[src/rtl/fxp_alu_pkg.sv]
// fxp_alu_pkg: shared fixed-point ALU types, arbiter states and format constants
package fxp_alu_pkg;
    localparam int FXP_FRAC_BITS = 8;
    localparam int FXP_SIGN_BIT  = 23;
    typedef logic [23:0] fxp_t;
    typedef logic [3:0]  flags_t;
    typedef enum logic [2:0] {ADD = 3'b000, MUL = 3'b010} alu_op_t;
    typedef enum logic [1:0] {IDLE, EXEC, RESP} arb_state_t;
endpackage

[src/rtl/fxp_alu_arbiter_if.sv]
// fxp_alu_arbiter_if: request/response channels plus shared-ALU link
//   master: requester + ALU side (drives requests, resp_ready, alu_res/flags)
//   slave : arbiter side (drives req_ready, responses, alu_a/b/ctrl, busy)
interface fxp_alu_arbiter_if #(
    parameter int NUM_REQ = 4,
    parameter int DATA_W  = 24,
    parameter int CTRL_W  = 3,
    parameter int FLAGS_W = 4
);
    logic [NUM_REQ-1:0]        req_valid;
    logic [NUM_REQ-1:0]        req_ready;
    logic [NUM_REQ*DATA_W-1:0] req_a;
    logic [NUM_REQ*DATA_W-1:0] req_b;
    logic [NUM_REQ*CTRL_W-1:0] req_ctrl;
    logic [NUM_REQ-1:0]        resp_valid;
    logic [NUM_REQ-1:0]        resp_ready;
    logic [DATA_W-1:0]         resp_result;
    logic [FLAGS_W-1:0]        resp_flags;
    logic [DATA_W-1:0]         alu_a;
    logic [DATA_W-1:0]         alu_b;
    logic [CTRL_W-1:0]         alu_ctrl;
    logic [DATA_W-1:0]         alu_res;
    logic [FLAGS_W-1:0]        alu_flags;
    logic                      busy;
    modport master (
        output req_valid, req_a, req_b, req_ctrl, resp_ready, alu_res, alu_flags,
        input  req_ready, resp_valid, resp_result, resp_flags, alu_a, alu_b, alu_ctrl, busy
    );
    modport slave (
        input  req_valid, req_a, req_b, req_ctrl, resp_ready, alu_res, alu_flags,
        output req_ready, resp_valid, resp_result, resp_flags, alu_a, alu_b, alu_ctrl, busy
    );
endinterface

[src/rtl/rr_priority_picker.sv]
// rr_priority_picker: first set request at or after ptr, wrapping modulo N
//   req: request vector, ptr: search start, grant: chosen index, any: some request set
module rr_priority_picker #(
    parameter int N     = 4,
    parameter int IDX_W = 2
) (
    input  logic [N-1:0]     req,
    input  logic [IDX_W-1:0] ptr,
    output logic [IDX_W-1:0] grant,
    output logic             any
);
    logic [IDX_W-1:0] idx;
    // Walk offsets from farthest to nearest so the nearest hit overwrites last.
    always_comb begin
        grant = '0;
        idx   = '0;
        any   = |req;
        for (int k = N - 1; k >= 0; k--) begin
            idx = IDX_W'((int'(ptr) + k) % N);
            if (req[idx]) grant = idx;
        end
    end
endmodule

[src/rtl/fxp_alu_arbiter.sv]
// fxp_alu_arbiter: round-robin sharing of one combinational fixed-point ALU
//   clk, rst : clock, synchronous active-high reset
//   bus      : slave modport - requests in, one-hot responses out, alu_* to the ALU, busy
module fxp_alu_arbiter
    import fxp_alu_pkg::*;
#(
    parameter int NUM_REQ = 4,
    parameter int DATA_W  = 24,
    parameter int CTRL_W  = 3,
    parameter int FLAGS_W = 4
) (
    input logic clk,
    input logic rst,
    fxp_alu_arbiter_if.slave bus
);
    localparam int IDX_W = NUM_REQ > 1 ? $clog2(NUM_REQ) : 1;
    arb_state_t state, state_n;
    logic [IDX_W-1:0] rr_ptr, grant, pick;
    logic any;
    logic [DATA_W-1:0] op_a, op_b, res;
    logic [CTRL_W-1:0] op_ctrl;
    logic [FLAGS_W-1:0] flags;
    rr_priority_picker #(.N(NUM_REQ), .IDX_W(IDX_W)) u_pick (
        .req  (bus.req_valid),
        .ptr  (rr_ptr),
        .grant(pick),
        .any  (any)
    );
    always_ff @(posedge clk) state <= rst ? IDLE : state_n;
    // Acceptance is masked by rst so a reset cycle never hands out a grant.
    always_comb begin
        state_n        = state;
        bus.req_ready  = '0;
        bus.resp_valid = '0;
        case (state)
            IDLE: if (any && !rst) begin
                state_n = EXEC;
                bus.req_ready[pick] = 1'b1;
            end
            EXEC: state_n = RESP;
            RESP: begin
                bus.resp_valid[grant] = 1'b1;
                if (bus.resp_ready[grant]) state_n = IDLE;
            end
            default: state_n = IDLE;
        endcase
    end
    always_ff @(posedge clk) begin
        if (rst) begin
            rr_ptr  <= '0;
            grant   <= '0;
            op_a    <= '0;
            op_b    <= '0;
            op_ctrl <= '0;
            res     <= '0;
            flags   <= '0;
        end else begin
            if (state == IDLE && any) begin
                grant   <= pick;
                op_a    <= bus.req_a[pick*DATA_W +: DATA_W];
                op_b    <= bus.req_b[pick*DATA_W +: DATA_W];
                op_ctrl <= bus.req_ctrl[pick*CTRL_W +: CTRL_W];
            end
            if (state == EXEC) begin
                res   <= bus.alu_res;
                flags <= bus.alu_flags;
            end
            if (state == RESP && bus.resp_ready[grant])
                rr_ptr <= grant == IDX_W'(NUM_REQ - 1) ? '0 : grant + 1'b1;
        end
    end
    assign bus.alu_a       = op_a;
    assign bus.alu_b       = op_b;
    assign bus.alu_ctrl    = op_ctrl;
    assign bus.resp_result = res;
    assign bus.resp_flags  = flags;
    assign bus.busy        = state != IDLE;
endmodule

[src/flat_wrapper.sv]
// flat-port wrapper written by rule: the top's interface ports become plain ports
module fxp_alu_arbiter_flat import fxp_alu_pkg::*;
#(
    parameter int NUM_REQ = 4,
    parameter int DATA_W  = 24,
    parameter int CTRL_W  = 3,
    parameter int FLAGS_W = 4
)
  (clk, rst, bus_req_valid, bus_req_a, bus_req_b, bus_req_ctrl, bus_resp_ready, bus_alu_res, bus_alu_flags, bus_req_ready, bus_resp_valid, bus_resp_result, bus_resp_flags, bus_alu_a, bus_alu_b, bus_alu_ctrl, bus_busy);
  fxp_alu_arbiter_if #(.NUM_REQ(NUM_REQ), .DATA_W(DATA_W), .CTRL_W(CTRL_W), .FLAGS_W(FLAGS_W)) bus_i ();
  input logic clk;
  input logic rst;
  input wire logic [$bits(bus_i.req_valid)-1:0] bus_req_valid;
  input wire logic [$bits(bus_i.req_a)-1:0] bus_req_a;
  input wire logic [$bits(bus_i.req_b)-1:0] bus_req_b;
  input wire logic [$bits(bus_i.req_ctrl)-1:0] bus_req_ctrl;
  input wire logic [$bits(bus_i.resp_ready)-1:0] bus_resp_ready;
  input wire logic [$bits(bus_i.alu_res)-1:0] bus_alu_res;
  input wire logic [$bits(bus_i.alu_flags)-1:0] bus_alu_flags;
  output wire logic [$bits(bus_i.req_ready)-1:0] bus_req_ready;
  output wire logic [$bits(bus_i.resp_valid)-1:0] bus_resp_valid;
  output wire logic [$bits(bus_i.resp_result)-1:0] bus_resp_result;
  output wire logic [$bits(bus_i.resp_flags)-1:0] bus_resp_flags;
  output wire logic [$bits(bus_i.alu_a)-1:0] bus_alu_a;
  output wire logic [$bits(bus_i.alu_b)-1:0] bus_alu_b;
  output wire logic [$bits(bus_i.alu_ctrl)-1:0] bus_alu_ctrl;
  output wire logic [$bits(bus_i.busy)-1:0] bus_busy;
  assign bus_i.req_valid = bus_req_valid;
  assign bus_i.req_a = bus_req_a;
  assign bus_i.req_b = bus_req_b;
  assign bus_i.req_ctrl = bus_req_ctrl;
  assign bus_i.resp_ready = bus_resp_ready;
  assign bus_i.alu_res = bus_alu_res;
  assign bus_i.alu_flags = bus_alu_flags;
  assign bus_req_ready = bus_i.req_ready;
  assign bus_resp_valid = bus_i.resp_valid;
  assign bus_resp_result = bus_i.resp_result;
  assign bus_resp_flags = bus_i.resp_flags;
  assign bus_alu_a = bus_i.alu_a;
  assign bus_alu_b = bus_i.alu_b;
  assign bus_alu_ctrl = bus_i.alu_ctrl;
  assign bus_busy = bus_i.busy;
  fxp_alu_arbiter #(.NUM_REQ(NUM_REQ), .DATA_W(DATA_W), .CTRL_W(CTRL_W), .FLAGS_W(FLAGS_W)) u_core (.clk(clk), .rst(rst), .bus(bus_i));
endmodule
[config.mk]
export PLATFORM = sky130hd
export DESIGN_NAME = fxp_alu_arbiter_flat
export DESIGN_NICKNAME = d
export VERILOG_FILES = /design/src/rtl/fxp_alu_pkg.sv /design/src/rtl/fxp_alu_arbiter_if.sv /design/src/rtl/rr_priority_picker.sv /design/src/rtl/fxp_alu_arbiter.sv /design/src/flat_wrapper.sv
export SDC_FILE = /design/constraint.sdc
export NUM_CORES = 1
export LEC_CHECK = 0
export ABC_AREA = 1
export BUFFER_PORTS_ARGS = -buffer_cell sky130_fd_sc_hd__clkbuf_2
export CAP_MARGIN = 0
export CORE_AREA = 2 2 129 131
export CTS_CLUSTER_SIZE = 24
export DETAILED_ROUTE_END_ITERATION = 12
export DIE_AREA = 0 0 131 133
export PLACE_DENSITY_LB_ADDON = 0.3
export SLEW_MARGIN = 20
export SYNTH_ARGS = -nofsm -noshare
export SYNTH_HDL_FRONTEND = slang
export SYNTH_HIERARCHICAL = 1
export SYNTH_SLANG_ARGS = --single-unit
[constraint.sdc]
create_clock -name clk -period 2.1 [get_ports clk]
set_clock_uncertainty 0.1 [all_clocks]
set_input_delay 0.42 -clock clk [delete_from_list [all_inputs] [get_ports clk]]
set_output_delay 0.42 -clock clk [all_outputs]
set_load 0.01 [all_outputs]
==> results.txt, run 1 <==
----------------------------------------------------
[Outcome]
  Outcome ... finished with violations
  Violated checks ... negative setup slack

[Placement]
  Detail Placement HPWL ... 12.4 mm
  # placed instances ... 1263
  DP Worst Slack ... -0.194 ns
  Final GP Congestion ... 0.795
  Port bufs ... 329

[Timing]
  Unrepaired setup endpoints after global routing ... true
  Worst max-slew margin expressed relative to the limit ... 0.674
  Highest clock rate ... 420 MHz
  Smallest hold slack ... 0.182 ns
  Number of setup violations in the final report ... 55
  Total Neg Setup Slack ... -7.17 ns
  Minimum clock period ... 2.38 ns
  Slew at the pin closest to its max-slew limit ... 0.489 ns
  Final max-slew violation count ... 0
  Crit share post-route ... 1.13
  Setup slack after layout ... -0.278 ns
  Count of endpoints failing hold in the final timing report ... 0

[Global routing]
  Global routing met1 resource utilization ... 0.250
  Vias in the first global route ... 5694
  Grt total ovfl ... 0
  Pin count of the biggest net entering global routing ... 51
  Met3 usage ... 0.0416
  Total routing resource utilization after global routing ... 0.211
  Most Used Layer, Global Route ... met2
  First-pass GRT wire length ... 28.4 mm
  Met2 layer usage reported by global route ... 0.371
  Initial antenna violation count ... 0

[Finish]
  Number of standard cells in the layout, taps in and fillers out ... 1307
  Antenna cell count ... 0
  Relative area change from synthesis to final layout ... 69.1%
  Nets ... 1328
  Layout cell share with drive strength beyond 1 ... 0.458
  Fillcell total ... 1705
  Final cell utilization of the core ... 0.476

[Logic synthesis]
  Area of the mapped netlist ... 4550 sq um
  Instance count of the mapped netlist ... 735
  Average cell area after synthesis ... 6.19 sq um
  Post-synth cell types ... 19
  Register bit count reported by yosys ... 85
  Net count of the mapped netlist ... 981
  Sequential cell area fraction in the yosys report ... 0.374
  Synthesis Warnings ... 6

[Pwr]
  Power Dens Cells ... 908 nW/um^2
  LEAKAGE ... 3.96 nW
  Largest voltage drop on the vdd net ... 0.568 mV

[Floorplanning]
  Die W ... 131 microns
  Die Area ... 17400 sq um
  Die height ... 133 microns
  Initial core utilization ... 0.281
  Number of ports placed on the die boundary ... 330
  Placeable core region ... 16200 sq um
  Floorplan row count ... 47

[Clocking]
  Clock Tree Buf Depth ... 2
  CTS Root Cell ... clkbuf_16
  Total clock sinks ... 85
  Clock latency of the later-clocked register in the worst-skew pair ... 0.34 ns
  CTS HTree Levels ... 3
  CTS tree ... yes
  CTS clock-pin slew for the worst setup and hold paths ... 0.06 ns
  Hold-fix buffers, CTS ... 0
  CTS buffer count ... 9

[Setup path]
  CP endpoint kind ... primary output
  Worst Setup Path Type ... flop to primary output
  Worst endpoint required time ... 1.58 ns
  Highest net fanout along the worst path ... 5
  Arrival time of data at the critical path endpoint ... 1.86 ns
  CP startpoint kind ... flop

[Detailed routing]
  DRT Pass-1 Iters ... 5
  DRC violation count after routing ... 0
  Total wirelength of the detailed-routed design ... 19.4 mm
  Via count of the routed design ... 6093
  DR iter-0 viols ... 306
  Number of antenna-violating nets in the routed design ... 0
  Avg Vias per Cell ... 4.66
  Avg WL per Cell ... 14.9 microns

[Run]
  Max-cap violation count ... 0

[Worst hold path]
  Kind of path behind the tightest hold check ... primary input to flop

----------------------------------------------------
## cell usage in the layout, fill, tap and decap left out, types with 2 or more instances in the layout
master	instances
nor2_1	166
nand2_2	52
nor2_8	2
nand3_2	6
inv_8	2
inv_1	19
clkbuf_2	325
buf_6	8
inv_2	7
a21oi_1	3
buf_16	9
dfxtp_4	2
ha_1	4
nand3_1	6
dfxtp_1	83
clkinv_4	2
nor2_2	2
clkinvlp_4	2
inv_4	2
buf_4	21
nand2_1	172
clkbuf_16	12
buf_12	10
o21ai_0	82
nand4_1	54
buf_8	3
buf_2	4
nand2_4	21
nor3_2	3
## logic make-up after synthesis
logic type	Yosys count	synth area share
AOI/OAI and AO/OA	85	0.0935
DFF	85	0.374
buffers and inverters	76	0.0773
adders and majority gates	4	0.0110
and+or+nand+nor	485	0.444
## area by class of cell
cell class / count / area, sq um / share of cell area
multi-input cells: 574 / 2830 / 0.368
repair buffers: 383 / 2460 / 0.320
flip-flops and latches: 85 / 1710 / 0.222
well taps: 220 / 275 / 0.0358
clock buffers: 9 / 225 / 0.0293
inverters: 29 / 119 / 0.0155
clock inverters: 7 / 71.3 / 0.00927
## Yosys cell counts (all sizes together)
library cell / n / area share
nand4: 54 / 0.074
a21oi: 3 / 0.0033
nand3: 12 / 0.013
clkbuf: 17 / 0.014
nor2: 171 / 0.15
nor3: 3 / 0.0033
buf: 30 / 0.039
inv: 29 / 0.024
o21ai: 82 / 0.090
ha: 4 / 0.011
nand2: 245 / 0.20
dfxtp: 85 / 0.37
## stage by stage
step	instance area [sq um]	total power, mW
3_5_place_dp	6490	4.46
3_3_place_gp	6490	4.44
4_1_cts	7410	6.80
5_1_grt	7690	7.41
6_report	7690	6.98
2_1_floorplan	4550	3.48
## per-layer routing
layer / up-vias / routed length (microns)
met1: 2742 / 7900
met2: 255 / 9580
li1: 3060 / -
met5: - / 0
met3: 36 / 1380
met4: 0 / 578
## timing repair
| action | in CTS | in global routing |
|---|---|---|
| resized for setup | 60 | 86 |
| setup buffers | 15 | 2 |
| pin swaps | 36 | 120 |
| setup endpoints to repair | 55 | 55 |
| endpoints found under the hold margin | 0 | 0 |
| gates cloned | 11 | 3 |
## sequential cells by signal, summed over array words and instances (netlist names)
register / count
u_core/bus.alu_a: 24
u_core/bus.alu_b: 24
u_core/bus.alu_ctrl: 3
u_core/bus.resp_flags: 4
u_core/bus.resp_result: 24
u_core/grant: 2
u_core/rr_ptr: 2
u_core/state: 2
## report_power, final
group          total (mW)  internal (mW)  leakage [nW]  switching (mW)
Combinational        3.37           1.52          3.12            1.85
Clock                1.57          0.833         0.138           0.737
Sequential           2.04           1.90         0.706           0.145
## worst max-delay path, cell delays in order, from the launching register on
cell,delay (ns)
dfxtp_4,0.38
buf_6,0.12
nand2_4,0.04
nand2_2,0.08
nand2_2,0.07
nand2_2,0.08
nand3_1,0.09
nand3_2,0.09
nand2_4,0.08
buf_4,0.15
nor3_2,0.16
buf_2,0.17
## path summary, 6_finish.rpt
| check | start | end | slack (ns) | cells after the start |
|---|---|---|---|---|
| setup / recovery | u_core/rr_ptr[0]$_SDFFE_PP0P_ | bus_req_ready[1] | -0.28 | 11 |
| hold reg to reg | u_core/bus.resp_result[16]$_SDFFE_PP0N_ | u_core/bus.resp_result[16]$_SDFFE_PP0N_ | 0.38 | 2 |
| setup reg to reg | u_core/rr_ptr[0]$_SDFFE_PP0P_ | u_core/bus.alu_b[23]$_SDFFE_PP0P_ | -0.19 | 19 |
| hold / removal | rst | u_core/state[1]$_SDFFE_PP0P_ | 0.18 | 2 |
(Power assumes the default switching activity.)
==> run 2, diff against run 1 <==
Settings changed: GPL_TIMING_DRIVEN set to 0.
Clock period 2.1 ns to 2.6 ns, I/O delays scaled along.
==> results.txt, run 2 (synthesis gave the netlist of run 1 again) <==
----------------------------------------------------
[Global routing]
  Pin count of the biggest net entering global routing ... 19 (-63%)
  First-pass GRT wire length ... 26.0 mm (-8.4%)
  Grt total ovfl ... 0 (unchanged)
  Total routing resource utilization after global routing ... 0.189 (-0.0223)
  Vias in the first global route ... 5486 (-3.7%)
  Initial antenna violation count ... 0 (unchanged)

[Finish]
  Antenna cell count ... 0 (unchanged)
  Highest-count cells in the layout ignoring fill and taps ... 328 x clkbuf_2, 235 x nand2_1, 168 x nor2_1
  Most common library cell in the layout ignoring fill and taps ... clkbuf_2
  Nets ... 1325 (-0.23%)
  Layout cell share with drive strength beyond 1 ... 0.374 (-0.0845)
  Relative area change from synthesis to final layout ... 50.8%
  Number of standard cells in the layout, taps in and fillers out ... 1304 (-0.23%)
  Final non-filler cell area ... 6860 sq um (-11%)

[Timing]
  Worst max-slew margin expressed relative to the limit ... 0.659 (-0.0151)
  Minimum clock period ... 2.46 ns
  Total Neg Setup Slack ... 0 ns (+7.17 ns)
  Unrepaired setup endpoints after global routing ... true
  Setup slack after layout ... 0.137 ns (+0.415 ns)
  Crit share post-route ... 0.947
  Highest clock rate ... 406 MHz
  Slew at the pin closest to its max-slew limit ... 0.512 ns (+0.0233 ns)
  Number of setup violations in the final report ... 0 (-100%)
  Final max-slew violation count ... 0 (unchanged)
  Smallest hold slack ... 0.301 ns (+0.119 ns)
  Count of endpoints failing hold in the final timing report ... 0 (unchanged)

[Clocking]
  Clock latency of the later-clocked register in the worst-skew pair ... 0.34 ns (about the same)
  CTS buffer count ... 9 (unchanged)
  CTS tree ... yes
  CTS Root Cell ... clkbuf_16
  CTS clock-pin slew for the worst setup and hold paths ... 0.07 ns (about the same)
  Clock Tree Buf Depth ... 2 (unchanged)
  CTS HTree Levels ... 3 (unchanged)
  Total clock sinks ... 85 (unchanged)

[Pwr]
  Sequential group share of total power ... 0.338 (+0.046)
  LEAKAGE ... 3.59 nW (-9.5%)
  Combinational share of power ... 0.398 (-0.085)
  Largest voltage drop on the vdd net ... 0.307 mV (-46%)
  NetSw ... 1.90 mW (-31%)
  Clock network fraction of total power ... 0.263 (+0.038)
  Power Dens Cells ... 709 nW/um^2 (-22%)
  Share of total power consumed by net switching ... 0.390 (-0.00129)
  Cell internal pwr ... 2.97 mW (-30%)

[Floorplanning]
  Die Area ... 17400 sq um (unchanged)
  Floorplan row count ... 47 (unchanged)
  Initial core utilization ... 0.281 (unchanged)
  Die height ... 133 microns (unchanged)
  Die W ... 131 microns (unchanged)
  Number of ports placed on the die boundary ... 330 (unchanged)
  Placeable core region ... 16200 sq um (unchanged)

[Placement]
  DP Worst Slack ... 0.0998 ns (+0.294 ns)
  Final GP Congestion ... 0.838 (+5.4%)
  Detail Placement HPWL ... 13.4 mm (+8.0%)
  Placement Cell Area ... 6470 sq um (-0.31%)
  Port bufs ... 329 (unchanged)
  # placed instances ... 1284 (+1.7%)

[Setup path]
  Reg-to-Reg Start ... u_core/rr_ptr[0]$_SDFFE_PP0P_
  Worst endpoint required time ... 1.98 ns (+0.40 ns)
  CP startpoint ... u_core/rr_ptr[0]$_SDFFE_PP0P_
  CP endpoint kind ... primary output
  Arrival time of data at the critical path endpoint ... 1.84 ns (-0.02 ns)
  Highest net fanout along the worst path ... 8 (+3)
  Cell count of the worst reg-to-reg path ... 18 (-1)
  Worst Setup Path Type ... flop to primary output
  CP startpoint kind ... flop

[Worst hold path]
  Cell depth of the worst hold path ... 2 (unchanged)
  Hold path startpoint ... rst
  Kind of path behind the tightest hold check ... primary input to flop

[Detailed routing]
  Total wirelength of the detailed-routed design ... 16.9 mm (-13%)
  DRC violation count after routing ... 0 (unchanged)
  DR iter-0 viols ... 179 (-42%)
  Avg Vias per Cell ... 4.49 (-3.7%)
  Number of antenna-violating nets in the routed design ... 0 (unchanged)
  Avg WL per Cell ... 12.9 microns (-13%)
  Via count of the routed design ... 5855 (-3.9%)
  DRT Pass-1 Iters ... 7 (+2)

[Run]
  Max-cap violation count ... 0 (unchanged)

[Outcome]
  Outcome ... finished clean

----------------------------------------------------
run 2: cell count changes in the layout (fill, tap and decap cells not counted), sizes merged:
cell | previous run | this run
clkbuf | 337 | 353
clkinv | 3 | 4
inv | 31 | 32
clkinvlp | 2 | 0
buf | 55 | 36
run 2: path summary, 6_finish.rpt:
path	endpoint	slack, ns
max	bus_req_ready[1]	0.14
min	u_core/state[1]$_SDFFE_PP0P_	0.30
max reg2reg	u_core/bus.alu_b[23]$_SDFFE_PP0P_	0.25
min reg2reg	u_core/bus.resp_result[1]$_SDFFE_PP0N_	0.39
run 2: power by group through the flow:
stage / Sequential [mW] / Clock, mW / Combinational, mW
2_1_floorplan: 1.77 / 0 / 1.05
3_3_place_gp: 1.67 / 0 / 1.91
3_5_place_dp: 1.67 / 0 / 1.91
4_1_cts: 1.65 / 1.32 / 1.92
5_1_grt: 1.68 / 1.37 / 2.18
6_report: 1.65 / 1.28 / 1.94
run 2: area by class of cell:
cell class	instances	area (sq um)
Fill cell	1797	9310
Sequential cell	85	1710
Clock buffer	9	225
Clock inverter	7	78.8
Timing Repair Buffer	333	1680
Inverter	29	119
Tap cell	220	275
Multi-Input combinational cell	574	2520
Buffer	47	249
run 2: through the flow:
step / power, mW / utilization
after floorplan: 2.81 / -
after global placement: 3.58 / 0.400
after detailed placement: 3.59 / 0.400
after CTS: 4.88 / 0.419
after global routing: 5.23 / 0.424
final: 4.86 / 0.424
run 2: metal layers:
layer | vias to the layer above | wire length, microns | GRT usage
met5 | - | 0 | 0
met4 | 0 | 410 | 0.0597
met3 | 31 | 1190 | 0.0485
met2 | 227 | 8310 | 0.335
met1 | 2552 | 6940 | 0.218
li1 | 3045 | - | -
run 2: worst max-delay path, stage by stage (launching register included):
cell,delay [ns]
dfxtp_4,0.41
inv_6,0.06
nand2_2,0.07
nand2_1,0.05
nand2_1,0.07
nand2_2,0.06
nand2_2,0.07
nand2_1,0.05
nand2_1,0.05
nand2_1,0.06
inv_2,0.06
buf_8,0.14
inv_6,0.05
nor3_2,0.15
buf_2,0.15
run 2: what timing repair did:
action / 4_1_cts / 5_1_grt
resized for setup: 3 / 22
hold buffers: 0 / 0
cloned: 0 / 0
pin swaps: 0 / 5
buffers inserted: 0 / 4
endpoints found under the setup margin: 4 / 4
